### src/rtl/fetch_queue_if.sv
// fetch_queue_if: bundle of the fetch stage's redirect, instruction-memory and
// decode-side signals.
//
// Handshake semantics (both channels):
//   - imem_req/imem_ack: the fetch stage raises imem_req with imem_addr and holds
//     both unchanged until the edge at which imem_ack=1. imem_ack may be high in
//     the very cycle imem_req rises. The transfer happens on that edge, and
//     imem_data is valid only while imem_ack=1.
//   - out_valid/out_ready: the head entry (out_instr, out_pc) transfers on any
//     edge with out_valid=1 and out_ready=1. out_instr/out_pc are don't-care while
//     out_valid=0.
//
// Modports:
//   master - the fetch stage itself (drives requests and the decode channel)
//   slave  - the environment (CPU redirect logic, instruction memory, decode)
interface fetch_queue_if #(
  parameter int DEPTH = 4
);
  localparam int CW = $clog2(DEPTH + 1);

  logic          redirect;
  logic [31:0]   redirect_pc;
  logic          imem_req;
  logic [31:0]   imem_addr;
  logic          imem_ack;
  logic [31:0]   imem_data;
  logic          out_valid;
  logic [31:0]   out_instr;
  logic [31:0]   out_pc;
  logic          out_ready;
  logic [CW-1:0] count;
  logic [1:0]    fsm_state;  // debug view of the fetch FSM

  modport master (
    input  redirect, redirect_pc, imem_ack, imem_data, out_ready,
    output imem_req, imem_addr, out_valid, out_instr, out_pc, count, fsm_state
  );

  modport slave (
    output redirect, redirect_pc, imem_ack, imem_data, out_ready,
    input  imem_req, imem_addr, out_valid, out_instr, out_pc, count, fsm_state
  );
endinterface

### src/rtl/fetch_queue.sv
// fetch_queue: instruction prefetch stage in front of decode.
//
// Generates sequential word-aligned fetch addresses, issues them to instruction
// memory with at most one request outstanding, and buffers returned words with
// their PCs in a DEPTH-entry FIFO presented to decode. A redirect flushes the
// FIFO, discards any in-flight response and restarts fetch at redirect_pc.
//
// Ports:
//   clk   - rising-edge clock
//   reset - synchronous, active-high
//   bus   - fetch_queue_if.master: redirect/redirect_pc, imem_req/addr/ack/data,
//           out_valid/instr/pc/ready, count (entries held), fsm_state (debug)
module fetch_queue #(
  parameter int          DEPTH    = 4,
  parameter logic [31:0] RESET_PC = 32'h0
) (
  input  logic          clk,
  input  logic          reset,
  fetch_queue_if.master bus
);
  localparam int CW = $clog2(DEPTH + 1);
  localparam int PW = $clog2(DEPTH);
  localparam logic [CW:0] DEPTH_W    = (CW+1)'(DEPTH);
  localparam logic [CW:0] DEPTH_M1_W = (CW+1)'(DEPTH - 1);

  // IDLE: no request. WAIT: live request outstanding.
  // DISCARD: request outstanding whose response must be thrown away.
  typedef enum logic [1:0] {
    ST_IDLE    = 2'd0,
    ST_WAIT    = 2'd1,
    ST_DISCARD = 2'd2
  } state_t;

  state_t        state_q, state_d;
  logic [31:0]   fetch_pc_q, fetch_pc_d;
  logic [31:0]   addr_q, addr_d;
  logic [CW-1:0] count_q;
  logic [PW-1:0] rd_ptr_q, wr_ptr_q;
  logic [31:0]   mem_instr [DEPTH];
  logic [31:0]   mem_pc    [DEPTH];

  logic          pop, push;
  logic [31:0]   target_pc;
  logic [CW:0]   occ_after_pop;
  logic          room_idle, room_wait;

  assign target_pc = bus.redirect_pc & ~32'h3;

  assign pop  = (count_q != '0) & bus.out_ready;
  assign push = (state_q == ST_WAIT) & bus.imem_ack & ~bus.redirect;

  // Occupancy once this cycle's pop is taken. A new request is only issued if
  // its response is guaranteed a slot, so the FIFO can never overflow.
  assign occ_after_pop = {1'b0, count_q} - (CW+1)'(pop);
  assign room_idle     = occ_after_pop < DEPTH_W;     // nothing being pushed now
  assign room_wait     = occ_after_pop < DEPTH_M1_W;  // one push lands this edge

  always_comb begin
    state_d    = state_q;
    fetch_pc_d = fetch_pc_q;
    addr_d     = addr_q;
    unique case (state_q)
      ST_IDLE: begin
        if (bus.redirect) begin
          addr_d     = target_pc;
          fetch_pc_d = target_pc + 32'd4;
          state_d    = ST_WAIT;
        end else if (room_idle) begin
          addr_d     = fetch_pc_q;
          fetch_pc_d = fetch_pc_q + 32'd4;
          state_d    = ST_WAIT;
        end
      end
      ST_WAIT: begin
        if (bus.imem_ack) begin
          if (bus.redirect) begin
            // Response dropped; the redirected fetch goes out back-to-back.
            addr_d     = target_pc;
            fetch_pc_d = target_pc + 32'd4;
          end else if (room_wait) begin
            addr_d     = fetch_pc_q;
            fetch_pc_d = fetch_pc_q + 32'd4;
          end else begin
            state_d = ST_IDLE;
          end
        end else if (bus.redirect) begin
          // The outstanding request cannot be withdrawn: hold it, and remember
          // the new PC for when its stale response has been swallowed.
          fetch_pc_d = target_pc;
          state_d    = ST_DISCARD;
        end
      end
      ST_DISCARD: begin
        if (bus.redirect) fetch_pc_d = target_pc;
        if (bus.imem_ack) state_d = ST_IDLE;
      end
      default: state_d = ST_IDLE;
    endcase
  end

  always_ff @(posedge clk) begin
    if (reset) begin
      state_q    <= ST_IDLE;
      fetch_pc_q <= RESET_PC;
      addr_q     <= 32'h0;
    end else begin
      state_q    <= state_d;
      fetch_pc_q <= fetch_pc_d;
      addr_q     <= addr_d;
    end
  end

  // FIFO control. A redirect flushes at the same edge; a pop in that cycle has
  // already been seen by decode, so it is simply overridden here.
  always_ff @(posedge clk) begin
    if (reset || bus.redirect) begin
      rd_ptr_q <= '0;
      wr_ptr_q <= '0;
      count_q  <= '0;
    end else begin
      if (push) wr_ptr_q <= wr_ptr_q + PW'(1);
      if (pop)  rd_ptr_q <= rd_ptr_q + PW'(1);
      unique case ({push, pop})
        2'b10:   count_q <= count_q + CW'(1);
        2'b01:   count_q <= count_q - CW'(1);
        default: count_q <= count_q;
      endcase
    end
  end

  // Storage needs no reset: entries are only visible while count is nonzero.
  always_ff @(posedge clk) begin
    if (push && !reset) begin
      mem_instr[wr_ptr_q] <= bus.imem_data;
      mem_pc[wr_ptr_q]    <= addr_q;
    end
  end

  assign bus.imem_req  = (state_q != ST_IDLE);
  assign bus.imem_addr = addr_q;
  assign bus.out_valid = (count_q != '0);
  assign bus.out_instr = mem_instr[rd_ptr_q];
  assign bus.out_pc    = mem_pc[rd_ptr_q];
  assign bus.count     = count_q;
  assign bus.fsm_state = state_q;
endmodule

### src/flat_wrapper.sv
// flat-port wrapper written by rule: the top's interface ports become plain ports
module fetch_queue_flat 
#(
  parameter int          DEPTH    = 4,
  parameter logic [31:0] RESET_PC = 32'h0
)
  (clk, reset, bus_redirect, bus_redirect_pc, bus_imem_ack, bus_imem_data, bus_out_ready, bus_imem_req, bus_imem_addr, bus_out_valid, bus_out_instr, bus_out_pc, bus_count, bus_fsm_state);
  fetch_queue_if #(.DEPTH(DEPTH)) bus_i ();
  input  logic clk;
  input  logic reset;
  input wire logic [$bits(bus_i.redirect)-1:0] bus_redirect;
  input wire logic [$bits(bus_i.redirect_pc)-1:0] bus_redirect_pc;
  input wire logic [$bits(bus_i.imem_ack)-1:0] bus_imem_ack;
  input wire logic [$bits(bus_i.imem_data)-1:0] bus_imem_data;
  input wire logic [$bits(bus_i.out_ready)-1:0] bus_out_ready;
  output wire logic [$bits(bus_i.imem_req)-1:0] bus_imem_req;
  output wire logic [$bits(bus_i.imem_addr)-1:0] bus_imem_addr;
  output wire logic [$bits(bus_i.out_valid)-1:0] bus_out_valid;
  output wire logic [$bits(bus_i.out_instr)-1:0] bus_out_instr;
  output wire logic [$bits(bus_i.out_pc)-1:0] bus_out_pc;
  output wire logic [$bits(bus_i.count)-1:0] bus_count;
  output wire logic [$bits(bus_i.fsm_state)-1:0] bus_fsm_state;
  assign bus_i.redirect = bus_redirect;
  assign bus_i.redirect_pc = bus_redirect_pc;
  assign bus_i.imem_ack = bus_imem_ack;
  assign bus_i.imem_data = bus_imem_data;
  assign bus_i.out_ready = bus_out_ready;
  assign bus_imem_req = bus_i.imem_req;
  assign bus_imem_addr = bus_i.imem_addr;
  assign bus_out_valid = bus_i.out_valid;
  assign bus_out_instr = bus_i.out_instr;
  assign bus_out_pc = bus_i.out_pc;
  assign bus_count = bus_i.count;
  assign bus_fsm_state = bus_i.fsm_state;
  fetch_queue #(.DEPTH(DEPTH), .RESET_PC(RESET_PC)) u_core (.clk(clk), .reset(reset), .bus(bus_i));
endmodule
### config.mk
export PLATFORM = sky130hd
export DESIGN_NAME = fetch_queue_flat
export DESIGN_NICKNAME = d
export VERILOG_FILES = /design/src/rtl/fetch_queue_if.sv /design/src/rtl/fetch_queue.sv /design/src/flat_wrapper.sv
export SDC_FILE = /design/constraint.sdc
export NUM_CORES = 1
export LEC_CHECK = 0
export ABC_CLOCK_PERIOD_IN_PS = 9600
export BUFFER_PORTS_ARGS = -buffer_cell sky130_fd_sc_hd__buf_2
export CORE_MARGIN = 2
export CORE_UTILIZATION = 48
export DETAILED_ROUTE_END_ITERATION = 16
export HOLD_SLACK_MARGIN = 0.03
export PLACE_DENSITY = 0.68
export RECOVER_POWER = 50
export SYNTH_ARGS = -nofsm -noshare
export SYNTH_HDL_FRONTEND = slang
export SYNTH_SLANG_ARGS = --single-unit
export TNS_END_PERCENT = 1
### constraint.sdc
create_clock -name clk -period 9.6 [get_ports clk]
set_clock_uncertainty 0.2 [all_clocks]
set_input_delay 0.96 -clock clk [delete_from_list [all_inputs] [get_ports clk]]
set_output_delay 0.96 -clock clk [all_outputs]
set_load 0.005 [all_outputs]
* Yosys cells after proc, flatten, opt, wreduce, memory -nomap -nowiden *
Memory sizes are Yosys's and may differ from the RTL's. A register that Yosys moved wholly into a read port is not among the register bits.
Index checks and enable logic that the tools add are counted.

word-level totals
  memories = 2
  RAM bits = 256
  register bits after elaboration = 73
  output and inout bits = 103
  bits of input ports = 69
  logic and storage cells = 73

operators by class
  order comparisons = 2
  bitwise operators = 4
  mux-type cells = 28
  reductions and logical operators = 12
  eq/ne operators = 12
  $add $sub $neg = 7

memories
  memory            words  width  read ports  clocked after memory_dff  wr ports  line               RTL
  u_core.mem_instr  4      32     1           1                         1         fetch_queue.sv:39  logic [31:0] mem_instr [DEPTH];
  u_core.mem_pc     4      32     1           1                         1         fetch_queue.sv:40  logic [31:0] mem_pc [DEPTH];

operators by type and width
  cell                     number
  $mux W32                 11
  $pmux W32 S3             1
  $add A32 B3 Y32 const B  2
  $pmux W32 S2             1
  $mux W2                  11
  $ne A3 B3 Y1 const B     3
  $ne A3 B2 Y1 const B     2
  $pmux W2 S3              1
  $pmux W3 S2              1
  $reduce_bool A2 Y1       3
  $reduce_bool A3 Y1       2
  $reduce_and A5 Y1        1
  $add A2 B1 Y2 const B    2
  $eq A2 B1 Y1 const B     2
  $eq A2 B2 Y1 const B     2
  $lt A4 B2 Y1 const B     1
  $lt A4 B3 Y1 const B     1
  $ne A2 B2 Y1 const B     2
  $ne A4 B3 Y1 const B     1
  $reduce_and A4 Y1        1
  $sub A3 B1 Y4            1
  $add A3 B1 Y3 const B    1
  $and A1 B1 Y1            3
  $reduce_and A3 Y1        1
  other kinds (7)          8

* Longest topological paths before layout *
  word-level depth = 8
  gate-level depth with buffers = 12
  gate-level depth less buffers = 11

* Least setup slack after synthesis *
No wires, ideal clock.

  path type = input -> register
  from = in bus_redirect
  to = mem u_core.mem_instr[0][0], enable pin
  arrival time = 3.401 ns
  path buffers = 4
  stages = 6
  library setup time = 0.429 ns
  setup slack = 5.570 ns
  path through = buf_4 -> buf_4 -> buf_2 -> buf_2 -> nor2_1 -> and3_1

between the ends
  word-level cells in the longest chain between the ends = 5

ends and longest elaborated chain
  what                           line                RTL
  start, declared                flat_wrapper.sv:11  input wire logic [$bits(bus_i.redirect)-1:0] bus_redirect;
  $not A1 Y1                     fetch_queue.sv:50   assign push = (state_q == ST_WAIT) & bus.imem_ack & ~bus.redirect;
  $and A1 B1 Y1                  fetch_queue.sv:50
  $logic_and A1 B1 Y1            fetch_queue.sv:133  if (push && !reset) begin
  $mux W1                        fetch_queue.sv:133
  $mux W1 (not written as such)  fetch_queue.sv:134  mem_instr[wr_ptr_q] <= bus.imem_data;
  end, declared                  fetch_queue.sv:39

Every way passes these cells.

* Worst setup path after layout *
  from = in bus_redirect
  to = mem u_core.mem_pc[3][14], enable pin

between the ends
  word-level cells in the longest chain between the ends = 5

ends and longest elaborated chain
  what                           line                RTL
  $not A1 Y1                     fetch_queue.sv:50
  $and A1 B1 Y1                  fetch_queue.sv:50
  $logic_and A1 B1 Y1            fetch_queue.sv:133
  $mux W1                        fetch_queue.sv:133
  $mux W1 (not written as such)  fetch_queue.sv:135  mem_pc[wr_ptr_q] <= addr_q;
  end, declared                  fetch_queue.sv:40

Every way passes these cells.

==> flow_metrics.tcl <==
set metrics [dict create \
    drtIter0Drc 672 \
    yosysUniqueCellTypes 67 \
    r2r_slack_ps 5220 \
    grt_pass1_vias 8213 \
    cts.htree.levels 2 \
    ctsLongestPathBuffers 3 \
    synth_compound_area_share_pct 7.94 \
    yosys.area_share.simple_pct 8.21 \
    grtUsageTotal_pct 20.0 \
    root_buffer "clkbuf_16" \
    slowest_stage "clkbuf_1" \
    finalHoldViolCount 0 \
    cp_slowest_stage_delay_ps 2490 \
    power.total_mw 3.64 \
    tns_ps 0 \
    drive_above_1_share_pct 25.1 \
    ys_top_cells_by_area "edfxtp_1 (56%), dfxtp_1 (11%), mux4_2 (10%)" \
    grt_pass1_wl_um 47200 \
    crit_fanout 74 \
    cp-start-kind "input port" \
    synth-edff-count 256 \
    max_freq_mhz 167 \
    met1_length_um 13600 \
    netlist_instances 894 \
    synth.avg_cell_area_sq_um 15.4 \
    drt_wl_total_um 30100 \
    final_util_pct 57.1 \
    setup_viol_count_final 0 \
    row_count 61 \
    r2r-end "u_core.mem_pc[3][14]$_DFFE_PP_" \
    slew_violations 270 \
    holdPathEnd "u_core.fetch_pc_q[31]$_SDFFE_PP0P_" \
    synth_top_family_by_area "multiplexers" \
    num_antenna_cells 0 \
    topRoutingLayerUsed "met4" \
    crit_start "bus_redirect" \
    die_y_um 173 \
    postCtsHoldBufs 0 \
    route.detailed.drc 0 \
    dieArea_sq_um 30000 \
    worstSkewPairLatency_ps 500 \
    synth-main-ff-cell "edfxtp_1" \
    ys_warn_count 0 \
    whs_ps 258 \
    synth_xor_area_share_pct 0.764 \
    mappedNetlistNets 976 \
    routabilityCongestion 0.889 \
    wl_met3_um 1950 \
    hold_class "reg -> reg" \
    route.met2.wl_um 14000 \
    cts_tree "built" \
    io_buffer_count 169 \
    yosys.area_share.adder_pct 1.24 \
    syn_to_final_growth_pct 16.4 \
    worst_slew_pin_slew_ps 3560 \
    min-delay-start "u_core.fetch_pc_q[31]$_SDFFE_PP0P_" \
    ir_drop_mv 0.117 \
    async_reset_ff_share_pct 0 \
    start_util_pct 49.1 \
    coreArea_sq_um 28000 \
    ff2ff_path_depth 4 \
    cts_setup_buffers 0 \
    min_period_over_period_pct 62.2 \
    wl_per_cell_um 20.6 \
    synthMuxAreaShare_pct 13.0 \
    violations "max-capacitance violations, max-slew violations" \
    nets 1138 \
    power_density_nw_per_um2 228 \
    firstDrtPassIters 5 \
    ys_seq_area_share_pct 66.8 \
    netlist_area_sq_um 13800 \
    io_pins 172 \
    hpwl_um 18600 \
    max_slew_margin_pct -137 \
    ant_nets 0 \
    min_path_cells 1 \
    min_period_ps 5970 \
    crit_path_end_kind "register" \
    cts_sinks 331 \
    status "complete, but fails checks" \
    vias 8443 \
    r2r_start "u_core.bus.fsm_state[1]$_SDFFE_PP0P_" \
    path_class "in -> reg" \
    die_w_um 173 \
    cp.arrival_ps 5530 \
    synth_top_area_share_pct 55.9 \
    fillers 2247 \
    yosysTopAreaCell "edfxtp_1" \
    cts_made_buffers 35 \
    vias_per_cell 5.78 \
    cp.required_ps 9160 \
    gr-total-overflow 0 \
    cap_violations 4 \
    grt_max_degree 75 \
    clk_pin_slew_ps 60 \
    antenna_found_initial 0 \
    rsz0062_at_grt "false" \
    crit_chain "buf_2, clkbuf_1, nor2_1, and3_1" \
    ys_seq_elements 331 \
    cts_resized 0 \
    leakage_nw 5.36 \
]
## synthesized netlist by cell type, drive strengths merged (4+ instances only)
library cell / count
nand3b: 8
nand2b: 4
a22oi: 4
nand4: 14
and2: 8
and3: 7
ha: 12
dfxtp: 75
a31oi: 8
mux4: 64
nand2: 31
mux2i: 11
buf: 16
nor2: 47
clkbuf: 35
a21oi: 56
mux2: 21
a311oi: 4
a211oi: 13
a221oi: 12
a21o: 4
nor4: 4
edfxtp: 256
nor3: 53
nand3: 22
inv: 16
xnor2: 9
or3: 5
o21ai: 32
## per-layer routing
layer	track usage (%)	vias up
met4	4.48	0
met1	29.1	4220
met3	3.44	47
met5	0	-
li1	-	3886
met2	31.9	290
## area by class of cell
type	count	area (sq um)	area share, %
flip-flops and latches	331	9200	57.4
inverters	16	60.1	0.375
multi-input cells	496	4310	26.9
clock buffers	49	970	6.06
clock inverters	14	176	1.10
well taps	378	473	2.95
repair buffers	176	825	5.15
## per-stage QoR
stage	setup slack [ps]	std cells	area, sq um
after floorplan	5570	894	13800
after global placement	5240	1397	15000
after detailed placement	5190	1397	15000
after CTS	5490	1460	16100
after global routing	3080	1460	16000
final	3630	1460	16000
## sequential cells by signal (all words and copies together) (netlist names), named ones only
| signal | cells |
|---|---|
| u_core.bus.imem_addr | 32 |
| u_core.bus.count | 3 |
| u_core.bus.fsm_state | 2 |
| u_core.fetch_pc_q | 32 |
| u_core.mem_pc | 128 |
| u_core.rd_ptr_q | 2 |
| u_core.wr_ptr_q | 2 |
| u_core.mem_instr | 128 |
## cells by family (layout without fill, tap and decap cells)
| family | count (synthesis) | count (layout) |
|---|---|---|
| compound gates | 162 | 162 |
| xor+xnor | 12 | 12 |
| fa+ha+maj | 13 | 13 |
| buf+inv | 67 | 255 |
| flops | 331 | 331 |
| mux | 96 | 96 |
| simple gates | 213 | 213 |
## how the worst max path moves through the flow
stage	cells past startpoint	slack (ps)	endpoint
6_report	4	3630	u_core.mem_pc[3][14]$_DFFE_PP_
2_1_floorplan	6	5570	u_core.mem_instr[0][0]$_DFFE_PP_
3_3_place_gp	11	5240	u_core.fetch_pc_q[30]$_SDFFE_PP0P_
5_1_grt	4	3080	u_core.mem_pc[2][14]$_DFFE_PP_
4_1_cts	11	5490	u_core.fetch_pc_q[30]$_SDFFE_PP0P_
3_5_place_dp	11	5190	u_core.fetch_pc_q[31]$_SDFFE_PP0P_
## worst max-delay path: cells and delay by family
kind / cells / cell delay, ps
buffers and inverters: 2 / 2570
and+or+nand+nor: 2 / 1900
## placed cells by master (no fill, tap or decap), types with 5 or more instances in the layout
master,count
nand4_1,10
inv_1,16
and3_1,6
buf_2,113
and2_1,6
mux2_2,21
nand3b_1,8
buf_4,6
xnor2_1,9
a211oi_1,12
nand3_1,20
mux4_2,64
nor2_1,47
o21ai_0,27
or3_1,5
dfxtp_1,73
a21oi_1,56
ha_1,12
a221oi_1,11
o21ai_1,5
mux2i_1,11
edfxtp_1,256
nor3_1,53
a31oi_1,8
nand2_1,31
clkbuf_1,68
clkbuf_16,36
## report_power, final
part,total (mW),internal [mW],switching (mW)
combinational,0.507,0.198,0.309
clock,1.33,0.794,0.537
sequential,1.80,1.69,0.116
total,3.64,2.68,0.962
(Power assumes the default switching activity.)
